===== config.mk =====
export PLATFORM = sky130hd
export DESIGN_NAME = uart_rx_oversampler
export DESIGN_NICKNAME = d
export VERILOG_FILES = /design/src/rtl/uart_rx_oversampler.sv
export SDC_FILE = /design/constraint.sdc
export NUM_CORES = 1
export LEC_CHECK = 0
export ABC_AREA = 0
export CAP_MARGIN = 20
export CORE_ASPECT_RATIO = 0.8
export CORE_MARGIN = 2
export CORE_UTILIZATION = 56
export DETAILED_ROUTE_END_ITERATION = 8
export GPL_TIMING_DRIVEN = 1
export PLACE_DENSITY = 0.84
export SYNTH_ARGS = -nofsm -noshare
export SYNTH_HDL_FRONTEND = slang
export SYNTH_SLANG_ARGS = --single-unit

===== constraint.sdc =====
create_clock -name clk -period 2.2 [get_ports clk]
set_clock_uncertainty 0.2 [all_clocks]
set_input_delay 0.33 -clock clk [delete_from_list [all_inputs] [get_ports clk]]
set_output_delay 0.33 -clock clk [all_outputs]
set_load 0.02 [all_outputs]

===== src/rtl/uart_rx_oversampler.sv =====
// ============================================================================
// Module   : uart_rx_oversampler
// Purpose  : 16x-oversampling UART receiver with start-bit validation,
//            mid-bit sampling, optional parity and framing status.
// Revision : 1.0  initial release
// ============================================================================
`default_nettype none

module uart_rx_oversampler #(
  parameter int DATA_BITS  = 8,
  parameter int PARITY_EN  = 0,
  parameter int PARITY_ODD = 0
) (
  input  logic                 clk,
  input  logic                 rst_n,
  input  logic                 rx_tick,
  input  logic                 rx_in,
  output logic [DATA_BITS-1:0] rx_data,
  output logic                 rx_valid,
  output logic                 frame_err,
  output logic                 parity_err,
  output logic                 busy
);

  typedef enum logic [2:0] {
    S_IDLE     = 3'd0,
    S_START    = 3'd1,
    S_DATA     = 3'd2,
    S_PARITY   = 3'd3,
    S_STOP     = 3'd4,
    S_BRK_WAIT = 3'd5
  } state_t;

  localparam logic [2:0] c_last_bit = 3'(DATA_BITS - 1);
  localparam int         c_shift    = 8 - DATA_BITS;
  localparam logic       c_par_odd  = (PARITY_ODD != 0);
  localparam logic       c_par_en   = (PARITY_EN != 0);

  logic                 r_sync1;
  logic                 r_sync2;
  state_t               r_state;
  state_t               w_state_nxt;
  logic [3:0]           r_tick_cnt;
  logic [3:0]           w_tick_nxt;
  logic [2:0]           r_bit_cnt;
  logic [2:0]           w_bit_nxt;
  logic [7:0]           r_shreg;
  logic [7:0]           w_shreg_nxt;
  logic                 r_perr_pend;
  logic                 w_perr_nxt;
  logic                 w_load;
  logic                 w_rxs;
  logic [DATA_BITS-1:0] w_data;
  logic                 w_par_exp;

  // Line idles high, so the synchronizer resets to 1 to avoid a false start.
  always_ff @(posedge clk or negedge rst_n) begin
    if (!rst_n) begin
      r_sync1 <= 1'b1;
      r_sync2 <= 1'b1;
    end else begin
      r_sync1 <= rx_in;
      r_sync2 <= r_sync1;
    end
  end

  assign w_rxs     = r_sync2;
  assign w_data    = DATA_BITS'(r_shreg >> c_shift);
  assign w_par_exp = (^w_data) ^ c_par_odd;

  always_ff @(posedge clk or negedge rst_n) begin
    if (!rst_n) begin
      r_state     <= S_IDLE;
      r_tick_cnt  <= 4'd0;
      r_bit_cnt   <= 3'd0;
      r_shreg     <= 8'd0;
      r_perr_pend <= 1'b0;
    end else begin
      r_state     <= w_state_nxt;
      r_tick_cnt  <= w_tick_nxt;
      r_bit_cnt   <= w_bit_nxt;
      r_shreg     <= w_shreg_nxt;
      r_perr_pend <= w_perr_nxt;
    end
  end

  always_comb begin
    w_state_nxt = r_state;
    w_tick_nxt  = r_tick_cnt;
    w_bit_nxt   = r_bit_cnt;
    w_shreg_nxt = r_shreg;
    w_perr_nxt  = r_perr_pend;
    w_load      = 1'b0;
    if (rx_tick) begin
      case (r_state)
        S_IDLE: begin
          if (!w_rxs) begin
            w_state_nxt = S_START;
            w_tick_nxt  = 4'd0;
          end
        end
        S_START: begin
          if (r_tick_cnt == 4'd7) begin
            w_tick_nxt = 4'd0;
            if (!w_rxs) begin
              w_state_nxt = S_DATA;
              w_bit_nxt   = 3'd0;
              w_shreg_nxt = 8'd0;
              w_perr_nxt  = 1'b0;
            end else begin
              w_state_nxt = S_IDLE;
            end
          end else begin
            w_tick_nxt = r_tick_cnt + 4'd1;
          end
        end
        S_DATA: begin
          w_tick_nxt = r_tick_cnt + 4'd1;
          if (r_tick_cnt == 4'd15) begin
            w_shreg_nxt = {w_rxs, r_shreg[7:1]};
            w_bit_nxt   = r_bit_cnt + 3'd1;
            if (r_bit_cnt == c_last_bit)
              w_state_nxt = c_par_en ? S_PARITY : S_STOP;
          end
        end
        S_PARITY: begin
          w_tick_nxt = r_tick_cnt + 4'd1;
          if (r_tick_cnt == 4'd15) begin
            w_perr_nxt  = w_rxs ^ w_par_exp;
            w_state_nxt = S_STOP;
          end
        end
        S_STOP: begin
          w_tick_nxt = r_tick_cnt + 4'd1;
          if (r_tick_cnt == 4'd15) begin
            // Leave at mid stop bit to gain half a bit of resync margin.
            w_load      = 1'b1;
            w_state_nxt = w_rxs ? S_IDLE : S_BRK_WAIT;
          end
        end
        S_BRK_WAIT: begin
          if (w_rxs)
            w_state_nxt = S_IDLE;
        end
        default: begin
          w_state_nxt = S_IDLE;
          w_tick_nxt  = 4'd0;
        end
      endcase
    end
  end

  always_ff @(posedge clk or negedge rst_n) begin
    if (!rst_n) begin
      rx_valid   <= 1'b0;
      rx_data    <= '0;
      frame_err  <= 1'b0;
      parity_err <= 1'b0;
    end else begin
      rx_valid <= w_load;
      if (w_load) begin
        rx_data    <= w_data;
        frame_err  <= ~w_rxs;
        parity_err <= r_perr_pend;
      end
    end
  end

  assign busy = (r_state != S_IDLE);

endmodule

`default_nettype wire

==> results of run 1 <==
[area by class of cell]
| cell class | instances | area share, % |
|---|---|---|
| timing repair buffer | 27 | 11.75 |
| sequential | 32 | 39.54 |
| inverter | 7 | 1.292 |
| multi-input combinational | 106 | 39.61 |
| clock inverter | 3 | 2.091 |
| clock buffer | 5 | 3.383 |
| tap | 38 | 2.337 |
[logic make-up after synthesis]
group | synth area share, %
xor+xnor | 4.421
compound gates | 20.19
mux | 7.222
fa+ha+maj | 2.211
simple gates | 13.41
flops | 47.31
buf+inv | 5.232
[report_power, final]
group	leakage, nW	switching, W	internal, W
registers	0.428	0.000194	0.000725
logic	0.406	0.000546	0.000501
clock network	0.0541	0.000226	0.000335
total	0.889	0.000965	0.00156
[through the flow]
stage | std cells | util (%) | setup WS (ps)
after CTS | 218 | 71.92 | 117.4
after detailed placement | 210 | 67.98 | 141.9
final | 218 | 71.92 | 96.25
after floorplan | 154 | - | 321.9
after global routing | 218 | 71.92 | 16.86
after global placement | 210 | 67.98 | 234.5
[Yosys cell counts (all sizes together), types with 2 or more instances]
cell type | n | area (um^2)
nand3 | 4 | 20.02
nand2b | 3 | 18.77
o31ai | 9 | 67.56
clkbuf | 2 | 17.51
a21oi | 7 | 53.81
nand2 | 14 | 55.06
ha | 3 | 37.54
nand3b | 2 | 15.01
dfstp | 2 | 52.55
a21o | 2 | 15.01
dfrtp | 30 | 750.7
buf | 7 | 45.04
mux2 | 10 | 112.6
or3 | 2 | 12.51
o21ai | 17 | 85.08
xnor2 | 6 | 52.55
inv | 7 | 26.28
nor2 | 2 | 7.510
nand4 | 4 | 25.02
nor3b | 2 | 25.02
[sequential cells by signal (all words and copies together) (netlist names)]
name / count
r_sync2: 1
parity_err: 1
rx_valid: 1
r_tick_cnt: 4
frame_err: 1
r_sync1: 1
r_shreg: 8
rx_data: 8
r_perr_pend: 1
r_state: 3
r_bit_cnt: 3
[per-layer routing]
| layer | GRT usage, % | share of wire [%] | vias up |
|---|---|---|---|
| li1 | - | - | 616 |
| met1 | 30.76 | 44 | 637 |
| met2 | 39.97 | 49 | 53 |
| met3 | 5.957 | 5.8 | 9 |
| met4 | 9.375 | 1.8 | 0 |
| met5 | 0 | 0 | - |
[worst max-delay path by stage]
stage | from | endpoint | slack, ps | cells past startpoint
after floorplan | r_sync2 | r_tick_cnt[2] | 320 | 5
after global placement | r_state[0] | r_state[1] | 230 | 4
after detailed placement | r_state[0] | r_bit_cnt[1] | 140 | 5
after CTS | r_state[1] | busy | 120 | 2
after global routing | r_state[2] | r_bit_cnt[1] | 20 | 5
final | r_state[2] | busy | 100 | 2
[cells in the final DEF, fill, tap and decap left out, types with 2 or more instances in the layout]
cell             Yosys  routed
dfrtp_1             30      29
o21ai_0             17      17
clkdlybuf4s50_1      0      14
nand2_1             13      13
buf_4                4      12
mux2_2              10      10
o31ai_1              9       9
inv_1                7       7
xnor2_1              6       6
clkbuf_8             1       5
nand4_1              4       4
nand3_1              4       4
a21oi_1              4       4
nand2b_1             3       3
ha_1                 3       3
or3_1                2       2
nor2_1               2       2
nor3b_2              2       2
nand3b_1             2       2
a21o_1               2       2
a21oi_2              2       2
dfstp_2              2       2
==> results.yml, run 1 <==
timing:
  fin_crit_ps: 2104
  fin_crit_sh_pct: 95.63
  fmax_mhz: 475.3
  rsz0062_at_grt: "false"
  hold_slack_ps: 151.0
  slew_violations: 0
  slew_headroom_pct: 67.82
  finalHoldViolations: 0
  tightestPinTransition_ps: 481.8
  setup_viol: 0
  tns_ps: 0
die:
  row_count: 17
  die_height_um: 53.25
  start_util_pct: 60.02
  pin_count: 16
  fp.dieW_um: 65.56
  die_area_um2: 3491
  core_um2: 2829
cells_and_area:
  drive_gt1_share_pct: 25.00
  fill_cells: 200
  nets: 186
  multi_input_area_um2: 805.8
  postLayoutCellArea_um2: 2034
  seq_area_um2: 804.5
  syn_to_final_growth_pct: 19.82
  num_antenna_cells: 0
detailed_routing:
  drt_pass1_iterations: 4
  drc: 0
  postRouteAntennaNets: 0
  drt_iter0_markers: 80
  vias_per_cell: 6.032
  via_count: 1315
  wl_um: 3543
  wl_per_cell_um: 16.25
global_route:
  grtUsageTotal_pct: 24.12
  grt_pass1_vias: 1268
  grt_pass1_wl_um: 6037
  antenna_found_initial: 0
  overflow: 0
  grt_max_degree: 33
setup_path:
  cp_top_family: "flip-flops"
  path_cells: "or3_1 > dlygate4sd2_1"
  reg2reg_depth: 5
  rr_endpoint: "r_bit_cnt[1]"
  cp_num_buf_inv: 1
  cp_data_arrival_time_ps: 1570
  path_class: "reg2out"
  reg2reg_setup_slack_ps: 130
  slowest_stage: "dfrtp_1"
  critPathLaunchType: "register"
  path_max_fanout: 12
  crit_required_ps: 1670
  endpoint_kind: "output port"
  timing.rr.start: "r_state[2]"
  cp_slowest_stage_delay_ps: 530
clocking:
  ctsHtreeMaxLevel: 2
  worst_skew_pair.late_latency_ps: 280
  clock_path_buffers: 2
  cts_tree: "yes"
  cts_root_buf: "clkbuf_8"
  post-cts-setup-buffers: 0
  clock_sinks: 32
  ctsResizeCount: 2
  clk_pin_slew_ps: 70
  holdBufCountCts: 0
  cts_buffers: 5
synth:
  async_reset_ff_share_pct: 100.0
  syn-num-nets: 161
  syn_inst: 154
  syn_area_um2: 1698
  syn_area_per_cell_um2: 11.03
  synth_flop_cell: "dfrtp_1"
  synthDistinctLibCells: 44
  ys_warn_count: 0
  ys_seq_elements: 32
  ys_seq_area_share_pct: 47.31
  synth_edf_count: 0
placement:
  gp_congestion: 0.8285
  placed_area_um2: 1923
  portBuffers: 15
  hpwl_um: 2418
power:
  finalPower_w: 0.002526
  power_leakage_nw: 0.8887
  vdd_ir_drop_max_uv: 669.3
  power.density_nw_per_um2: 1242
worst_hold_path:
  min_path_type: "reg2reg"
  min_path_cells: 0
  worstHoldStart: "r_sync1"
  holdPathEnd: "r_sync2"
run:
  maxCapViolations: 0
outcome:
  status: "complete, no violations"
No activity file was read; power rests on OpenSTA's default activity.
==> inputs of run 2 (changes only) <==
--- a/config.mk
+++ b/config.mk
@@ -13,6 +13,7 @@
 export DETAILED_ROUTE_END_ITERATION = 8
 export GPL_TIMING_DRIVEN = 1
 export PLACE_DENSITY = 0.84
+export SLEW_MARGIN = 20
 export SYNTH_ARGS = -nofsm -noshare
 export SYNTH_HDL_FRONTEND = slang
 export SYNTH_SLANG_ARGS = --single-unit
==> results of run 2 <==
Final layout, timing and power as in run 1 (identical DEF).
==> inputs of run 3 (changes only) <==
--- a/config.mk
+++ b/config.mk
@@ -9,8 +9,9 @@
 export CAP_MARGIN = 20
 export CORE_ASPECT_RATIO = 0.8
 export CORE_MARGIN = 2
-export CORE_UTILIZATION = 56
+export CORE_UTILIZATION = 62
 export DETAILED_ROUTE_END_ITERATION = 8
+export DONT_BUFFER_PORTS = 1
 export GPL_TIMING_DRIVEN = 1
 export PLACE_DENSITY = 0.84
 export SLEW_MARGIN = 20
==> constraint.sdc (replaced) <==
create_clock -name clk -period 2.37 [get_ports clk]
set_clock_uncertainty 0.2 [all_clocks]
set_input_delay 0.3555 -clock clk [delete_from_list [all_inputs] [get_ports clk]]
set_output_delay 0.3555 -clock clk [all_outputs]
set_load 0.02 [all_outputs]
==> run 3 against run 2 <==
  * Die area shrank 9.0%
  * Combinational power shrank 15%
  * Sequential share of layout area grew 4.4 points
  * Via count shrank 6.8%
  * Critical endpoint is now r_bit_cnt[0]
  * Highest routed layer unchanged
==> results.yml, run 3 (synthesized netlist as in run 1, its figures left out) <==
setup_path:
  cp_data_arrival_time_ps: 2210
  path_cells: "nor3b_2 > a21o_1 > o21ai_0 > a22o_1"
  critPathLaunchType: "register"
  reg2reg_depth: 4
  cp_top_family: "compound AO/OA/AOI/OAI gates"
  cp_num_buf_inv: 0
  crit_required_ps: 2390
  reg2reg_setup_slack_ps: 190
  rr_endpoint: "r_bit_cnt[0]"
  endpoint_kind: "register"
  slowest_stage: "dfrtp_1"
  cp_slowest_stage_delay_ps: 570
  cp.depth: 4
  path_max_fanout: 21
  path_class: "reg2reg"
  timing.rr.start: "r_state[2]"
timing:
  setup_viol: 0
  slew_headroom_pct: 64.20
  tns_ps: 0
  fin_ws_ps: 189.7
  fmax_mhz: 458.6
  rsz0062_at_grt: "false"
  finalHoldViolations: 0
  tightestPinTransition_ps: 537.0
  fin_crit_sh_pct: 92.00
  fin_crit_ps: 2180
  slew_violations: 0
clocking:
  post-cts-setup-buffers: 0
  holdBufCountCts: 4
  clock_path_buffers: 2
  cts_root_buf: "clkbuf_4"
  cts_buffers: 5
  clock_sinks: 32
  ctsResizeCount: 0
  clk_pin_slew_ps: 100
  worst_skew_pair.late_latency_ps: 320
  cts_tree: "yes"
  ctsHtreeMaxLevel: 2
cells_and_area:
  fin_cells: 198
  final_common_cell: "dfrtp_1"
  multi_input_area_um2: 805.8
  nets: 168
  seq_area_um2: 803.3
  syn_to_final_growth_pct: 7.737
  top_regs: "r_shreg (8), rx_data (8), r_tick_cnt (4)"
  drive_gt1_share_pct: 23.46
  fill_cells: 192
  num_antenna_cells: 0
  most-common-layout-cells: "dfrtp_1, o21ai_0, nand2_1"
die:
  die_area_um2: 3176
  core_um2: 2522
  row_count: 16
  pin_count: 16
  fp.dieW_um: 62.51
  die_height_um: 50.81
  start_util_pct: 67.31
placement:
  portBuffers: 0
  pre_cts_ws_ps: 247.5
  hpwl_um: 2250
  dp_cells: 186
  gp_congestion: 0.8791
detailed_routing:
  drc: 0
  via_count: 1226
  wl_um: 3274
  drt_pass1_iterations: 4
  vias_per_cell: 6.192
  drt_iter0_markers: 102
  postRouteAntennaNets: 0
  wl_per_cell_um: 16.54
power:
  comb_power_share_pct: 43.5
  vdd_ir_drop_max_uv: 646.7
  power_leakage_nw: 0.8061
  sequentialPowerShare_pct: 40.8
  p_clk_share_pct: 15.6
  power.switching_w: 0.0008260
  p_int_w: 0.001228
  power.density_nw_per_um2: 1123
  p_sw_share_pct: 40.21
global_route:
  grt_pass1_wl_um: 5782
  grtUsageTotal_pct: 23.95
  grt_pass1_vias: 1232
  overflow: 0
  grt_max_degree: 33
  antenna_found_initial: 0
worst_hold_path:
  min_path_cells: 2
  worstHoldStart: "rx_tick"
  holdPathEnd: "r_tick_cnt[2]"
  min_path_type: "in2reg"
outcome:
  status: "complete, no violations"
run:
  maxCapViolations: 0
## run 3: cell count changes in the layout (fill, tap and decap cells not counted)
cell             before  now
clkdlybuf4s50_1      14    0
clkbuf_4              0    5
dlygate4sd2_1         1    0
buf_4                12    5
clkinv_2              1    2
clkbuf_8              5    1
buf_12                0    1
dfrtp_2               1    0
dfrtp_1              29   30
bufinv_16             1    0
dlygate4sd3_1         0    3
clkinvlp_4            1    0
## run 3: power by group through the flow
stage | registers [W] | logic [W] | clock network (W)
finish | 0.000839 | 0.000894 | 0.000321
global route | 0.000864 | 0.000993 | 0.000352
CTS | 0.000833 | 0.000890 | 0.000327
detailed placement | 0.000844 | 0.000866 | 0
global placement | 0.000831 | 0.000824 | 0
floorplan | 0.000782 | 0.000775 | 0
## run 3: routing by layer
layer / track usage, % / share of wire [%] / vias to the layer above
li1: - / - / 580
met3: 6.726 / 3.6 / 6
met4: 10.74 / 1.8 / 0
met5: 0 / 0 / -
met1: 31.56 / 47 / 615
met2: 37.28 / 47 / 25
## run 3: cell type report
cell class	count	share of cell area, %
clock inverters	2	0.5472
well taps	36	2.462
inverters	7	1.436
multi-input cells	106	44.05
clock buffers	6	2.804
flip-flops and latches	32	43.91
repair buffers	9	4.788
## run 3: worst max path at each step
stage / from / endpoint / slack, ps
after detailed placement: r_state[2] / r_bit_cnt[0] / 250
after floorplan: r_sync2 / r_tick_cnt[2] / 490
after global placement: r_state[2] / r_bit_cnt[0] / 320
final: r_state[2] / r_bit_cnt[0] / 190
after CTS: r_state[2] / r_bit_cnt[0] / 220
after global routing: r_state[2] / r_bit_cnt[0] / 20
## run 3: stage by stage
| stage | hold slack, ps | instance area (um^2) | power, W | util [%] |
|---|---|---|---|---|
| 5_1_grt | 115.5 | 1829 | 0.002209 | 72.52 |
| 4_1_cts | 62.04 | 1829 | 0.002050 | 72.52 |
| 3_3_place_gp | -139.3 | 1718 | 0.001655 | 68.11 |
| 3_5_place_dp | -139.4 | 1718 | 0.001710 | 68.11 |
| 6_report | 81.30 | 1829 | 0.002054 | 72.52 |
| 2_1_floorplan | -140.1 | 1698 | 0.001557 | - |
